==> src/rtl/imem_loader_pkg.sv <==
// Shared types and constants for the instruction-memory loader.
// The FSM state encoding and byte-packing geometry live here.
package imem_loader_pkg;

    localparam int BYTES_PER_WORD = 4;
    localparam int BIDX_W         = $clog2(BYTES_PER_WORD);

    typedef enum logic [1:0] {
        ST_IDLE  = 2'd0,
        ST_RECV  = 2'd1,
        ST_WRITE = 2'd2,
        ST_DONE  = 2'd3
    } state_t;

endpackage

==> src/rtl/imem_word_packer.sv <==
// Packs a little-endian byte stream into 32-bit words.
// word_complete flags the strobe that carries the last byte of a word.
module imem_word_packer
    import imem_loader_pkg::*;
(
    input  logic        clk,
    input  logic        reset_n,
    input  logic        clear,
    input  logic        strobe,
    input  logic [7:0]  din,
    output logic [31:0] word,
    output logic        word_complete
);

    logic [BIDX_W-1:0] idx;

    always_ff @(posedge clk or negedge reset_n) begin
        if (!reset_n) begin
            idx  <= '0;
            word <= '0;
        end else if (clear) begin
            idx  <= '0;
            word <= '0;
        end else if (strobe) begin
            word[8*idx +: 8] <= din;
            // idx is exactly wide enough to wrap back to 0 after the last byte
            idx              <= idx + BIDX_W'(1);
        end
    end

    assign word_complete = strobe && (idx == BIDX_W'(BYTES_PER_WORD - 1));

endmodule

==> src/rtl/imem_loader.sv <==
// Streams a byte-serial program into instruction memory, one word write per
// four accepted bytes, holding the core stalled for the duration of the load.
module imem_loader
    import imem_loader_pkg::*;
#(
    parameter int IMEM_DEPTH      = 1024,
    parameter int IMEM_ADDR_WIDTH = 10
) (
    input  logic                       clk,
    input  logic                       reset_n,
    input  logic                       start,
    input  logic [IMEM_ADDR_WIDTH:0]   word_count,
    input  logic                       s_valid,
    input  logic [7:0]                 s_data,
    output logic                       s_ready,
    output logic                       we,
    output logic [IMEM_ADDR_WIDTH-1:0] waddr,
    output logic [31:0]                wdata,
    output logic                       busy,
    output logic                       core_hold,
    output logic                       done,
    output logic                       err
);

    localparam logic [IMEM_ADDR_WIDTH:0] DEPTH_W = (IMEM_ADDR_WIDTH+1)'(IMEM_DEPTH);

    state_t                     state, nstate;
    logic [IMEM_ADDR_WIDTH:0]   count_q;
    logic [IMEM_ADDR_WIDTH:0]   wcnt;
    logic [IMEM_ADDR_WIDTH-1:0] addr;
    logic                       err_q;

    logic        in_idle, launch, reject, zero_req;
    logic        strobe, word_complete, last_word;
    logic [31:0] word;

    assign in_idle   = (state == ST_IDLE);
    assign zero_req  = in_idle && start && (word_count == '0);
    assign reject    = in_idle && start && (word_count > DEPTH_W);
    assign launch    = in_idle && start && !zero_req && !reject;
    assign strobe    = (state == ST_RECV) && s_valid;
    assign last_word = ((wcnt + 1'b1) == count_q);

    imem_word_packer u_packer (
        .clk           (clk),
        .reset_n       (reset_n),
        .clear         (launch),
        .strobe        (strobe),
        .din           (s_data),
        .word          (word),
        .word_complete (word_complete)
    );

    always_ff @(posedge clk or negedge reset_n) begin
        if (!reset_n) state <= ST_IDLE;
        else          state <= nstate;
    end

    always_comb begin
        nstate = state;
        case (state)
            ST_IDLE: begin
                if (zero_req)    nstate = ST_DONE;
                else if (launch) nstate = ST_RECV;
            end
            ST_RECV:  if (word_complete) nstate = ST_WRITE;
            ST_WRITE: nstate = last_word ? ST_DONE : ST_RECV;
            ST_DONE:  nstate = ST_IDLE;
            default:  nstate = ST_IDLE;
        endcase
    end

    always_ff @(posedge clk or negedge reset_n) begin
        if (!reset_n) begin
            count_q <= '0;
            wcnt    <= '0;
            addr    <= '0;
            err_q   <= 1'b0;
        end else begin
            err_q <= reject;
            if (launch) begin
                count_q <= word_count;
                wcnt    <= '0;
                addr    <= '0;
            end else if (state == ST_WRITE) begin
                wcnt <= wcnt + 1'b1;
                // Hold on the final word so a full-depth load never wraps waddr to 0
                if (!last_word) addr <= addr + 1'b1;
            end
        end
    end

    assign s_ready   = (state == ST_RECV);
    assign we        = (state == ST_WRITE);
    assign waddr     = addr;
    assign wdata     = word;
    assign busy      = (state == ST_RECV) || (state == ST_WRITE);
    assign core_hold = busy;
    assign done      = (state == ST_DONE);
    assign err       = err_q;

endmodule

==> config.mk <==
export PLATFORM = sky130hd
export DESIGN_NAME = imem_loader
export DESIGN_NICKNAME = d
export VERILOG_FILES = /design/src/rtl/imem_loader_pkg.sv /design/src/rtl/imem_word_packer.sv /design/src/rtl/imem_loader.sv
export SDC_FILE = /design/constraint.sdc
export NUM_CORES = 1
export LEC_CHECK = 0
export BUFFER_PORTS_ARGS = -buffer_cell sky130_fd_sc_hd__buf_2
export CORE_MARGIN = 2
export CORE_UTILIZATION = 57
export DETAILED_ROUTE_END_ITERATION = 6
export PLACE_DENSITY = 0.79
export SLEW_MARGIN = 10
export SYNTH_ARGS = -nofsm -noshare
export SYNTH_HDL_FRONTEND = slang
export SYNTH_HIERARCHICAL = 1
export SYNTH_SLANG_ARGS = --single-unit
==> constraint.sdc <==
create_clock -name clk -period 4.1 [get_ports clk]
set_input_delay 0.41 -clock clk [delete_from_list [all_inputs] [get_ports clk]]
set_output_delay 0.41 -clock clk [all_outputs]
set_load 0.005 [all_outputs]
# --- Word-level counts from Yosys, hierarchy flattened ---
# Cells that the tools add are included.
# Widths: inputs -> output; s select.
word_totals:
  out_inout_bits: 48
  regBits: 69
  word_cells: 53
  input_bits: 23
op_classes:
  shift: 2
  n_addsub: 4
  magnitude_cmp: 1
  eq_ne: 8
  reduce_logical: 16
  muxes: 15
op_table:
  columns: ["op", "n"]
  rows:
  - ["$mux 32", 2]
  - ["$neg 5->34", 1]
  - ["$shift 8x34->32 const A", 1]
  - ["$shiftx 8x34->32", 1]
  - ["$bwmux 32", 1]
  - ["$mux 10", 3]
  - ["$mux 11", 2]
  - ["$mux 2", 6]
  - ["$add 11x1->11 const B", 1]
  - ["$eq 11x11->1", 1]
  - ["$gt 11x11->1 const B", 1]
  - ["$logic_not 11->1", 1]
  - ["$add 10x1->10 const B", 1]
  - ["$pmux 2 s4", 1]
  - ["$logic_and 1x1->1", 7]
  - ["$eq 2x2->1 const B", 3]
  - ["$reduce_and 2->1", 2]
  - ["$reduce_bool 2->1", 2]
  - ["$ne 3x1->1 const B", 1]
  - ["$add 2x1->2 const B", 1]
  - ["$eq 2x1->1 const B", 1]
  - ["$logic_not 1->1", 2]
  - ["$logic_not 2->1", 1]
  - ["$ne 2x1->1 const B", 1]
  - ["other kinds (2)", 2]

# --- Longest topological paths before layout ---
# Gate-level depths: netlist of run 1.
logic_depth:
  ltp_word: 9
  mapped_depth: 11
  mapped_depth_nobuf: 8

# --- Hierarchy ---
# The synthesis of run 1 kept the hierarchy.
by_module_without_submodules:
  columns: ["mod", "instances", "seq_area_each_um2", "area_each_um2", "cells_each"]
  rows:
  - ["imem_loader", 1, 875.8, 2063.2, 234]
  - ["imem_word_packer", 1, 850.8, 1574.0, 124]

# --- Worst setup path before layout of run 1 ---
# Ideal clock, no wire load.
synth_path:
  kind: "in2reg"
  from: "input port word_count[5]"
  to: "register u_packer.word[15]"
  t_arrival_ns: 2.456
  path_slack_ns: 1.522
  n_path_buf: 4
  setup_ns: 0.122
  t_required_ns: 3.978
  path_stages: 11
  path_cell_list: "nor4_1 -> nand3_1 -> xor2_1 -> nand3_1 -> inv_1 -> buf_1 -> buf_6 -> and4bb_1 -> buf_2 -> buf_2 -> a32o_1"
synth_via:
  elab_chain_cells: 6
  elab_cells_between_ends: 10
  classes_between: "order compare: 1; mux: 1; reduce/logical: 8"
synth_lines:
  columns: ["item", "line", "rtl"]
  rows:
  - ["start, declared", "imem_loader.sv:12", "input logic [IMEM_ADDR_WIDTH:0] word_count,"]
  - ["parallel branches: the longest is 4 deep, another holds $gt 11x11->1", null, null]
  - ["$logic_and 1x1->1 *", "imem_loader.sv:40", "assign launch = in_idle && start && !zero_req && !reject;"]
  - ["net launch", "imem_loader.sv:33", "logic in_idle, launch, reject, zero_req;"]
  - ["$mux 32 / $reduce_bool 2->1 (equally long branches)", null, null]
  - ["end signal, assigned by index", "imem_word_packer.sv:25", "word[8*idx +: 8] <= din;"]
  - ["end, declared", "imem_word_packer.sv:11", "output logic [31:0] word,"]
# Mark *: on every way through the listed nets, which the timed path passes.
# A chain may end at the register's enable or synchronous reset.

# --- Worst setup path in the final report of run 1 ---
layout_path:
  from: "input port word_count[1]"
  to: "register u_packer.word[10]"
layout_via:
  elab_chain_cells: 6
  elab_cells_between_ends: 10
  classes_between: "order compare: 1; mux: 1; reduce/logical: 8"
layout_lines:
  columns: ["item", "line"]
  rows:
  - ["parallel branches: the longest is 4 deep, another holds $gt 11x11->1", null]
  - ["$logic_and 1x1->1 *", "imem_loader.sv:40"]
  - ["$mux 32 / $reduce_bool 2->1 (equally long branches)", null]
# Mark *: on every way between the ends.

==> impl_metrics.py, run 1 <==
metrics = {
    "floorplanning": {
        "core_area_um2": 6277,
        "die_area_um2": 7036,
        "start_util_pct": 57.94,
        "die_h_um": 83.88,
        "num_rows": 29,
        "pin_count": 71,
        "die_w_um": 83.88,
    },
    "timing": {
        "period_share_pct": 65.44,
        "hold_viol": 0,
        "maxSlewHeadroom_pct": 55.80,
        "setup_tns_ps": 0,
        "setup_viol": 0,
        "whs_ps": 51.09,
        "fin_worst_skew_ps": 5.664,
        "rsz0062_at_grt": "no",
        "worst_pin_slew_ps": 663.0,
        "fin_crit_ps": 2683,
        "fmax_mhz": 372.7,
        "postLayoutSetupSlackWorst_ps": 1417,
        "final-max-slew-violation-count": 0,
    },
    "power": {
        "max-vdd-ir-drop_mv": 0.4113,
        "p_total_mw": 2.653,
        "leakagePower_nw": 2.072,
        "powerDensity_nw_per_um2": 633.3,
    },
    "cts": {
        "clock_latency_ps": 340,
        "post-cts-setup-buffers": 0,
        "cts_root_buffer": "clkbuf_8",
        "htree_levels": 3,
        "numCtsBuffers": 9,
        "hold_buffers": 0,
        "clock_sinks": 69,
        "path_clk_slew_ps": 70,
        "cts_buffer_depth": 2,
        "cts_resized": 0,
        "cts_tree": "built",
    },
    "synthesis": {
        "synth_most_common_cell": "dfrtp_1",
        "synthesis.nets": 393,
        "yosys_register_bits": 69,
        "synth_top_area_share_pct": 47.47,
        "yosys_warnings": 6,
        "synthSimpleGateAreaFrac_pct": 17.82,
        "synth.distinct_cells": 52,
        "ys_dominant_reg_cell": "dfrtp_1",
        "synth_compound_area_share_pct": 17.54,
        "yosys.area_share.adder_pct": 4.128,
        "synthXorXnorAreaFrac_pct": 6.261,
        "yosysTopAreaCell": "dfrtp_1",
        "synth_edf_count": 0,
        "synthMuxAreaShare_pct": 1.720,
        "postSynth.asyncResetShare_pct": 100.0,
        "yosys-top-cells-count": "dfrtp_1, nand2_1, nor2_1, a32o_1, inv_1",
        "synth_area_leaders": "dfrtp_1, a32o_1, nand2_1",
        "synthesis.area_um2": 3637,
        "synth.avg_cell_area_um2": 10.16,
        "netlist_instances": 358,
        "synth_top_family_by_area": "simple AND/OR/NAND/NOR gates",
        "seq_area_frac_synth_pct": 47.47,
    },
    "critical_path": {
        "crit_type": "in2reg",
        "cp.required_ps": 4330,
        "path_common_cell": "nand3_1",
        "cp.arrival_ps": 2910,
        "worst_path_max_delay_cell": "nand3_1",
        "crit_fanout": 35,
        "crit_path_start_kind": "primary input",
        "endpoint_kind": "flip-flop",
        "max_stage_delay_ps": 440,
        "crit_chain": "buf_2, nor4_1, nand3_1, xor2_1, nand3_1, inv_1, buf_4, a21oi_1, a32o_1",
    },
    "global_routing": {
        "grt_antenna_before_repair": 0,
        "grt_pass1_vias": 2806,
        "grt_pass1_wl_mm": 13.83,
        "grt_max_degree": 46,
        "overflow": 0,
        "gr-usage-all-layers_pct": 25.04,
    },
    "placement": {
        "port_buffers": 70,
        "gp_congestion": 0.8901,
        "dpl_cell_area_um2": 3986,
        "post-place-ws_ps": 1040,
        "dp_hpwl_mm": 5.753,
    },
    "routing": {
        "ant_nets": 0,
        "drt-total-wl_mm": 8.175,
        "routed_via_density": 5.762,
        "drcViolationCount": 0,
        "vias": 2887,
        "drt_pass1_iterations": 4,
        "wire_per_inst_um": 16.32,
        "first_iter_violations": 69,
    },
    "finish": {
        "syn_to_final_growth_pct": 15.17,
        "nets": 454,
        "drive_above_1_share_pct": 24.76,
        "fin_area_um2": 4189,
        "insertedDiodeCount": 0,
    },
    "outcome": {
        "status": "finished, final reports clean",
    },
    "min_path": {
        "hp-class": "in2async",
    },
    "run": {
        "maxCapViolations": 0,
    },
}
-- layer usage --
layer	vias to the layer above	wire length (um)	track usage [%]
met4	0	136	9.384
met5	-	0	0
li1	1381	-	-
met2	93	3927	40.44
met3	11	445	5.638
met1	1402	3664	33.14
-- cell type report --
cell class | count | area (um^2)
inverter | 19 | 71.32
fill | 507 | 2088
clock inverter | 3 | 43.79
timing repair buffer | 72 | 365.4
sequential | 69 | 1727
tap | 77 | 96.34
clock buffer | 13 | 158.9
multi-input combinational | 248 | 1727
-- placed cells by master, fill, tap and decap left out, types with 11 or more instances in the layout --
master | Yosys | routed
a21oi_1 | 12 | 12
ha_1 | 12 | 12
clkbuf_8 | 0 | 11
nand2_1 | 57 | 57
dfrtp_1 | 69 | 69
a32o_1 | 24 | 24
xnor2_1 | 13 | 13
xor2_1 | 13 | 13
nor2_1 | 29 | 29
buf_2 | 2 | 70
inv_1 | 19 | 19
-- power breakdown --
group          total, mW  internal (mW)  leakage (nW)  switching [mW]
combinational       1.02          0.442          1.04           0.574
clock              0.569          0.315         0.104           0.254
sequential          1.07          0.879         0.927           0.190
total               2.65           1.64          2.07            1.02
-- stage by stage --
stage	cells	util (%)
finish	501	66.73
global route	501	66.73
CTS	501	66.73
detailed placement	485	63.50
global placement	485	63.50
floorplan	358	-
-- final timing paths --
kind	startpoint	end	slack (ps)	depth (start not counted)
setup / recovery	word_count[1]	u_packer/word[10]	1420	9
hold / removal	reset_n	u_packer/word[13]	50	1
setup reg to reg	wcnt[0]	waddr[9]	1420	8
hold reg to reg	u_packer/word[1]	u_packer/word[1]	490	1
max in group asynchronous	reset_n	state[0]	3060	2
min in group clk	word_count[2]	count_q[2]	270	3
-- kinds of logic after synthesis --
family / after synthesis
fa+ha+maj: 12
buf+inv: 41
mux: 6
xor+xnor: 26
compound gates: 71
simple gates: 133
flops: 69
-- registers in the layout, indices dropped and copies added, names as in the netlist --
name and flops:
waddr 10, err 1, u_packer/word 32, wcnt 11, count_q 11, state 2, u_packer/idx 2
-- worst max-delay path, delay by kind of cell --
kind	cells	cell delay (ps)
xor+xnor	1	170
simple gates	3	960
buf+inv	3	870
compound gates	2	490
(Power assumes the default switching activity.)
==> inputs of run 2 (changes only) <==
- CORE_UTILIZATION: 57 -> 50
- PLACE_DENSITY: 0.79 -> 0.73
- clock period: 4.1 -> 2.3 ns (I/O delays scaled with it)
==> run 2 against run 1 <==
- global-route usage down 1.8 points
- critical path depth unchanged
- utilization down 4.0 points
- clock skew up 4.7 ps
- routed wire length up 4.6%
- via count up 3.0%
- final cell count up 9.4%
- sequential share of layout area down 2.6 points
- first-iteration DRC count up 41%
- critical path type is now reg2reg
==> impl_metrics.py, run 2 (synthesis results as in run 1) <==
metrics = {
    "outcome": {
        "status": "finished, final reports clean",
    },
    "critical_path": {
        "path_delay_family": "compound AO/OA/AOI/OAI gates",
        "crit_type": "reg2reg",
        "max_stage_delay_ps": 410,
        "cp.required_ps": 2540,
        "worst_path_max_delay_cell": "dfrtp_1",
        "critPathLaunch": "wcnt[0]",
        "cp.arrival_ps": 2500,
        "endpoint_kind": "flip-flop",
        "timing.critical_path.buf_inv": 1,
        "crit_path_start_kind": "flip-flop",
        "crit_fanout": 6,
        "crit_chain": "ha_4, nand3_4, o311a_1, a2111o_1, nor4_4, buf_6, a21boi_4, and3_4, o21a_1",
        "r2r_start": "wcnt[0]",
    },
    "power": {
        "switching_power_mw": 1.931,
        "max-vdd-ir-drop_mv": 0.5467,
        "p_int_mw": 3.031,
        "p_seq_share_pct": 37.5,
        "clockPowerShare_pct": 20.1,
        "pwr-share-comb_pct": 42.4,
        "swShare_pct": 38.92,
        "powerDensity_nw_per_um2": 1108,
        "leakagePower_nw": 2.197,
    },
    "finish": {
        "insertedDiodeCount": 0,
        "syn_to_final_growth_pct": 23.08,
        "largest_register": "u_packer/word",
        "mostFrequentLayoutCells": "buf_2, dfrtp_1, nand2_1, nor2_1",
        "drive_above_1_share_pct": 31.18,
        "fin_cells": 548,
        "fillers": 649,
        "multiInputGateArea_um2": 1784,
        "nets": 479,
        "final-seq-area_um2": 1728,
        "layout_commonest_cell": "buf_2",
        "fin_area_um2": 4477,
        "largest_reg_flops": 32,
        "layout_top_registers": "u_packer/word x32, count_q x11, wcnt x11",
    },
    "global_routing": {
        "overflow": 0,
        "gr-usage-all-layers_pct": 23.20,
        "top_usage_layer": "met2",
        "global_route.usage.met1_pct": 29.93,
        "grt_antenna_before_repair": 0,
        "grt_use_met2_pct": 38.32,
        "grt_pass1_vias": 2904,
        "grt_max_degree": 42,
        "grt_pass1_wl_mm": 13.96,
        "met3_usage_pct": 4.894,
    },
    "placement": {
        "dp_hpwl_mm": 6.237,
        "dp_cells": 531,
        "dpl_cell_area_um2": 4219,
        "gp_congestion": 0.8230,
        "port_buffers": 70,
    },
    "floorplanning": {
        "core_area_um2": 7137,
        "die_h_um": 89.29,
        "start_util_pct": 50.96,
        "pin_count": 71,
        "die_area_um2": 7973,
        "num_rows": 31,
        "die_w_um": 89.29,
    },
    "run": {
        "maxCapViolations": 0,
    },
    "timing": {
        "setup_viol": 0,
        "fin_worst_skew_ps": 10.40,
        "worst_pin_slew_ps": 691.3,
        "fin_crit_ps": 2257,
        "period_share_pct": 98.12,
        "final-max-slew-violation-count": 0,
        "fmax_mhz": 443.1,
        "setup_tns_ps": 0,
        "hold_viol": 0,
        "whs_ps": 82.69,
        "maxSlewHeadroom_pct": 53.91,
        "rsz0062_at_grt": "yes",
    },
    "cts": {
        "numCtsBuffers": 9,
        "cts_tree": "built",
        "htree_levels": 3,
        "clock_sinks": 69,
        "clock_latency_ps": 350,
        "path_clk_slew_ps": 80,
        "cts_buffer_depth": 2,
        "cts_root_buffer": "clkbuf_8",
        "post-cts-setup-buffers": 0,
    },
    "routing": {
        "drt_pass1_iterations": 4,
        "drt-total-wl_mm": 8.552,
        "vias": 2975,
        "drcViolationCount": 0,
        "first_iter_violations": 97,
        "routed_via_density": 5.429,
        "wire_per_inst_um": 15.61,
        "ant_nets": 0,
    },
    "min_path": {
        "hp-class": "in2reg",
        "min_from": "word_count[5]",
    },
}
run 2: final timing paths:
kind	endpoint	slack, ps	cells after the start
hold / removal	count_q[5]	80	3
hold reg to reg	u_packer/word[6]	490	1
max in group asynchronous	count_q[2]	1180	3
setup reg to reg	waddr[9]	40	9
setup / recovery	waddr[9]	40	9
min in group asynchronous	u_packer/word[22]	460	2
run 2: metrics by stage:
stage	util, %	setup WS, ps	total power, mW
after floorplan	-	1.822	3.223
after CTS	62.03	40.23	4.945
after detailed placement	59.12	22.85	3.926
after global placement	59.12	55.33	3.861
after global routing	62.73	-52.61	5.366
final	62.73	43.23	4.962
run 2: area by class of cell:
| class | instances | share of cell area (%) |
|---|---|---|
| inverter | 19 | 1.593 |
| tap | 99 | 2.767 |
| sequential | 69 | 38.60 |
| clock inverter | 7 | 1.649 |
| clock buffer | 9 | 2.767 |
| timing repair buffer | 97 | 12.77 |
| multi-input combinational | 248 | 39.85 |
run 2: per-layer routing:
metal	part of all wire, %	wire length, um	vias up
met1	45	3846	1441
met4	1.9	161	0
met5	0	0	-
met2	48	4133	90
li1	-	-	1429
met3	4.8	411	15
run 2: tightest hold or removal path, cell delays in order:
cell	delay, ps
buf_2	80
nand2_1	40
nand2_1	50
run 2: repair_timing:
| action | 4_1_cts | 5_1_grt |
|---|---|---|
| endpoints found under the hold margin | 28 | 0 |
| resized for setup | 0 | 10 |
| endpoints found under the setup margin | 0 | 10 |
| hold buffers | 1 | 0 |
run 2: power groups by stage:
stage	registers [mW]	clock network [mW]	logic, mW
detailed placement	1.88	0	2.05
CTS	1.86	1.03	2.06
global route	1.91	1.08	2.38
global placement	1.86	0	2.00
finish	1.86	0.997	2.10
floorplan	1.85	0	1.38
==> inputs of run 3 (changes only) <==
- CORE_UTILIZATION: 50 -> 30
- PLACE_DENSITY: 0.73 -> 0.47
==> run 3 against run 2 <==
- sequential power is essentially flat
- non-clock buffer count rose by 2
- clock power grew 29%
- utilization down 24 points
- via count rose by 0.47%
- count of clock-buffer cells in the layout is 4 higher
- die area is 63% higher
- first-iteration DRC count is 67% higher
- critical path depth stayed put
- maximum frequency shrank 1.0%
- design area grew 3.7%
- critical endpoint unchanged
- highest routed layer unchanged
==> impl_metrics.py, run 3 (synthesis results as in run 1) <==
metrics = {
    "power": {
        "powerDensity_nw_per_um2": 1138,
        "p_total_mw": 5.286,
        "leakagePower_nw": 2.245,
        "max-vdd-ir-drop_mv": 0.6237,
    },
    "critical_path": {
        "timing.critical_path.buf_inv": 1,
        "crit_type": "reg2reg",
        "cp.required_ps": 2520,
        "r2r_start": "wcnt[0]",
        "endpoint_kind": "flip-flop",
        "crit_chain": "ha_4, xor2_1, a311oi_2, o2111ai_2, nor4_4, buf_12, a21boi_4, and3_1, o21a_1",
        "max_stage_delay_ps": 440,
        "crit_fanout": 6,
        "worst_path_max_delay_cell": "dfrtp_2",
        "r2r_end": "waddr[9]",
        "ff2ff_setup_slack_ps": 20,
        "r2r_cells": 9,
        "crit_path_start_kind": "flip-flop",
        "cp.arrival_ps": 2500,
        "path_delay_family": "compound AO/OA/AOI/OAI gates",
    },
    "global_routing": {
        "grt_pass1_vias": 2980,
        "overflow": 0,
        "top_usage_layer": "met2",
        "gr-usage-all-layers_pct": 15.24,
        "met3_usage_pct": 4.076,
        "grt_use_met2_pct": 24.05,
        "global_route.usage.met1_pct": 20.30,
        "grt_pass1_wl_mm": 15.42,
        "grt_max_degree": 32,
        "grt_antenna_before_repair": 0,
    },
    "placement": {
        "post-place-ws_ps": -95.52,
        "dp_hpwl_mm": 7.050,
        "gp_congestion": 0.8202,
        "port_buffers": 70,
    },
    "routing": {
        "wire_per_inst_um": 15.76,
        "routed_via_density": 4.998,
        "drcViolationCount": 0,
        "ant_nets": 0,
        "drt-total-wl_mm": 9.422,
        "first_iter_violations": 162,
        "drt_pass1_iterations": 4,
        "vias": 2989,
    },
    "run": {
        "maxCapViolations": 0,
    },
    "timing": {
        "final-max-slew-violation-count": 0,
        "setup_tns_ps": 0,
        "fin_worst_skew_ps": 6.909,
        "worst_pin_slew_ps": 744.4,
        "fin_crit_ps": 2280,
        "rsz0062_at_grt": "yes",
        "maxSlewHeadroom_pct": 50.37,
        "whs_ps": 106.1,
        "hold_viol": 0,
        "fmax_mhz": 438.6,
        "postLayoutSetupSlackWorst_ps": 19.88,
        "setup_viol": 0,
        "period_share_pct": 99.14,
    },
    "floorplanning": {
        "die_h_um": 114.1,
        "die_w_um": 114.1,
        "core_area_um2": 11910,
        "start_util_pct": 30.54,
        "die_area_um2": 13020,
        "pin_count": 71,
        "num_rows": 40,
    },
    "min_path": {
        "min_to": "count_q[4]",
        "hp-class": "in2reg",
        "hold_depth": 3,
        "min_from": "word_count[4]",
    },
    "cts": {
        "clock_latency_ps": 330,
        "numCtsBuffers": 9,
        "clock_sinks": 69,
        "post-cts-setup-buffers": 0,
        "htree_levels": 3,
        "cts_buffer_depth": 2,
        "cts_root_buffer": "clkbuf_16",
        "cts_tree": "built",
        "path_clk_slew_ps": 60,
    },
    "finish": {
        "largest_reg_flops": 32,
        "nets": 481,
        "insertedDiodeCount": 0,
        "mostFrequentLayoutCells": "buf_2, dfrtp_1, nand2_1, nor2_1, buf_4",
        "largest_register": "u_packer/word",
        "syn_to_final_growth_pct": 27.69,
        "layout_top_registers": "u_packer/word x32, count_q x11, wcnt x11",
        "drive_above_1_share_pct": 30.82,
        "layout_commonest_cell": "buf_2",
    },
    "outcome": {
        "status": "finished, final reports clean",
    },
}
## run 3: final cells by class
class	instances	area (um^2)
fill	1215	7267
sequential	69	1729
multi-input combinational	248	1772
inverter	19	71.32
tap	147	183.9
clock inverter	3	20.02
clock buffer	13	260.3
timing repair buffer	99	608.1
## run 3: what timing repair did
item / 4_1_cts / 5_1_grt
endpoints found under the setup margin: 2 / 10
pin swaps: 1 / 4
endpoints found under the hold margin: 20 / 0
hold buffers: 1 / 0
resized for setup: 2 / 7
## run 3: through the flow
step	utilization (%)	instance area, um^2	std cells
global placement	36.26	4319	581
finish	38.99	4644	598
detailed placement	36.26	4319	581
global route	38.99	4644	598
CTS	38.79	4621	598
floorplan	-	3655	358
## run 3: worst max path at each step
stage,cells after the start,slack (ps),to,start
6_report,9,20,waddr[9],wcnt[0]
5_1_grt,9,-90,waddr[9],wcnt[0]
4_1_cts,9,-10,waddr[9],wcnt[0]
3_5_place_dp,9,-100,u_packer/word[3],word_count[1]
3_3_place_gp,9,-50,u_packer/word[3],word_count[1]
2_1_floorplan,9,2,waddr[9],wcnt[2]
## run 3: worst register-to-register path: stages (launching register included)
cell and delay (ps):
dfrtp_2 440, ha_4 250, xor2_1 160, a311oi_2 250, o2111ai_2 200, nor4_4 330
buf_12 160, a21boi_4 60, and3_1 160, o21a_1 160
## run 3: layer usage
| layer | wire length [um] | part of all wire (%) |
|---|---|---|
| met1 | 4420 | 47 |
| met2 | 4270 | 45 |
| met3 | 522 | 5.5 |
| met4 | 208 | 2.2 |
| met5 | 0 | 0 |
## run 3: power by group
part	total, mW	leakage (nW)	internal (mW)	switching (mW)
combinational	2.12	1.19	0.959	1.17
clock	1.29	0.132	0.787	0.507
sequential	1.87	0.924	1.57	0.295
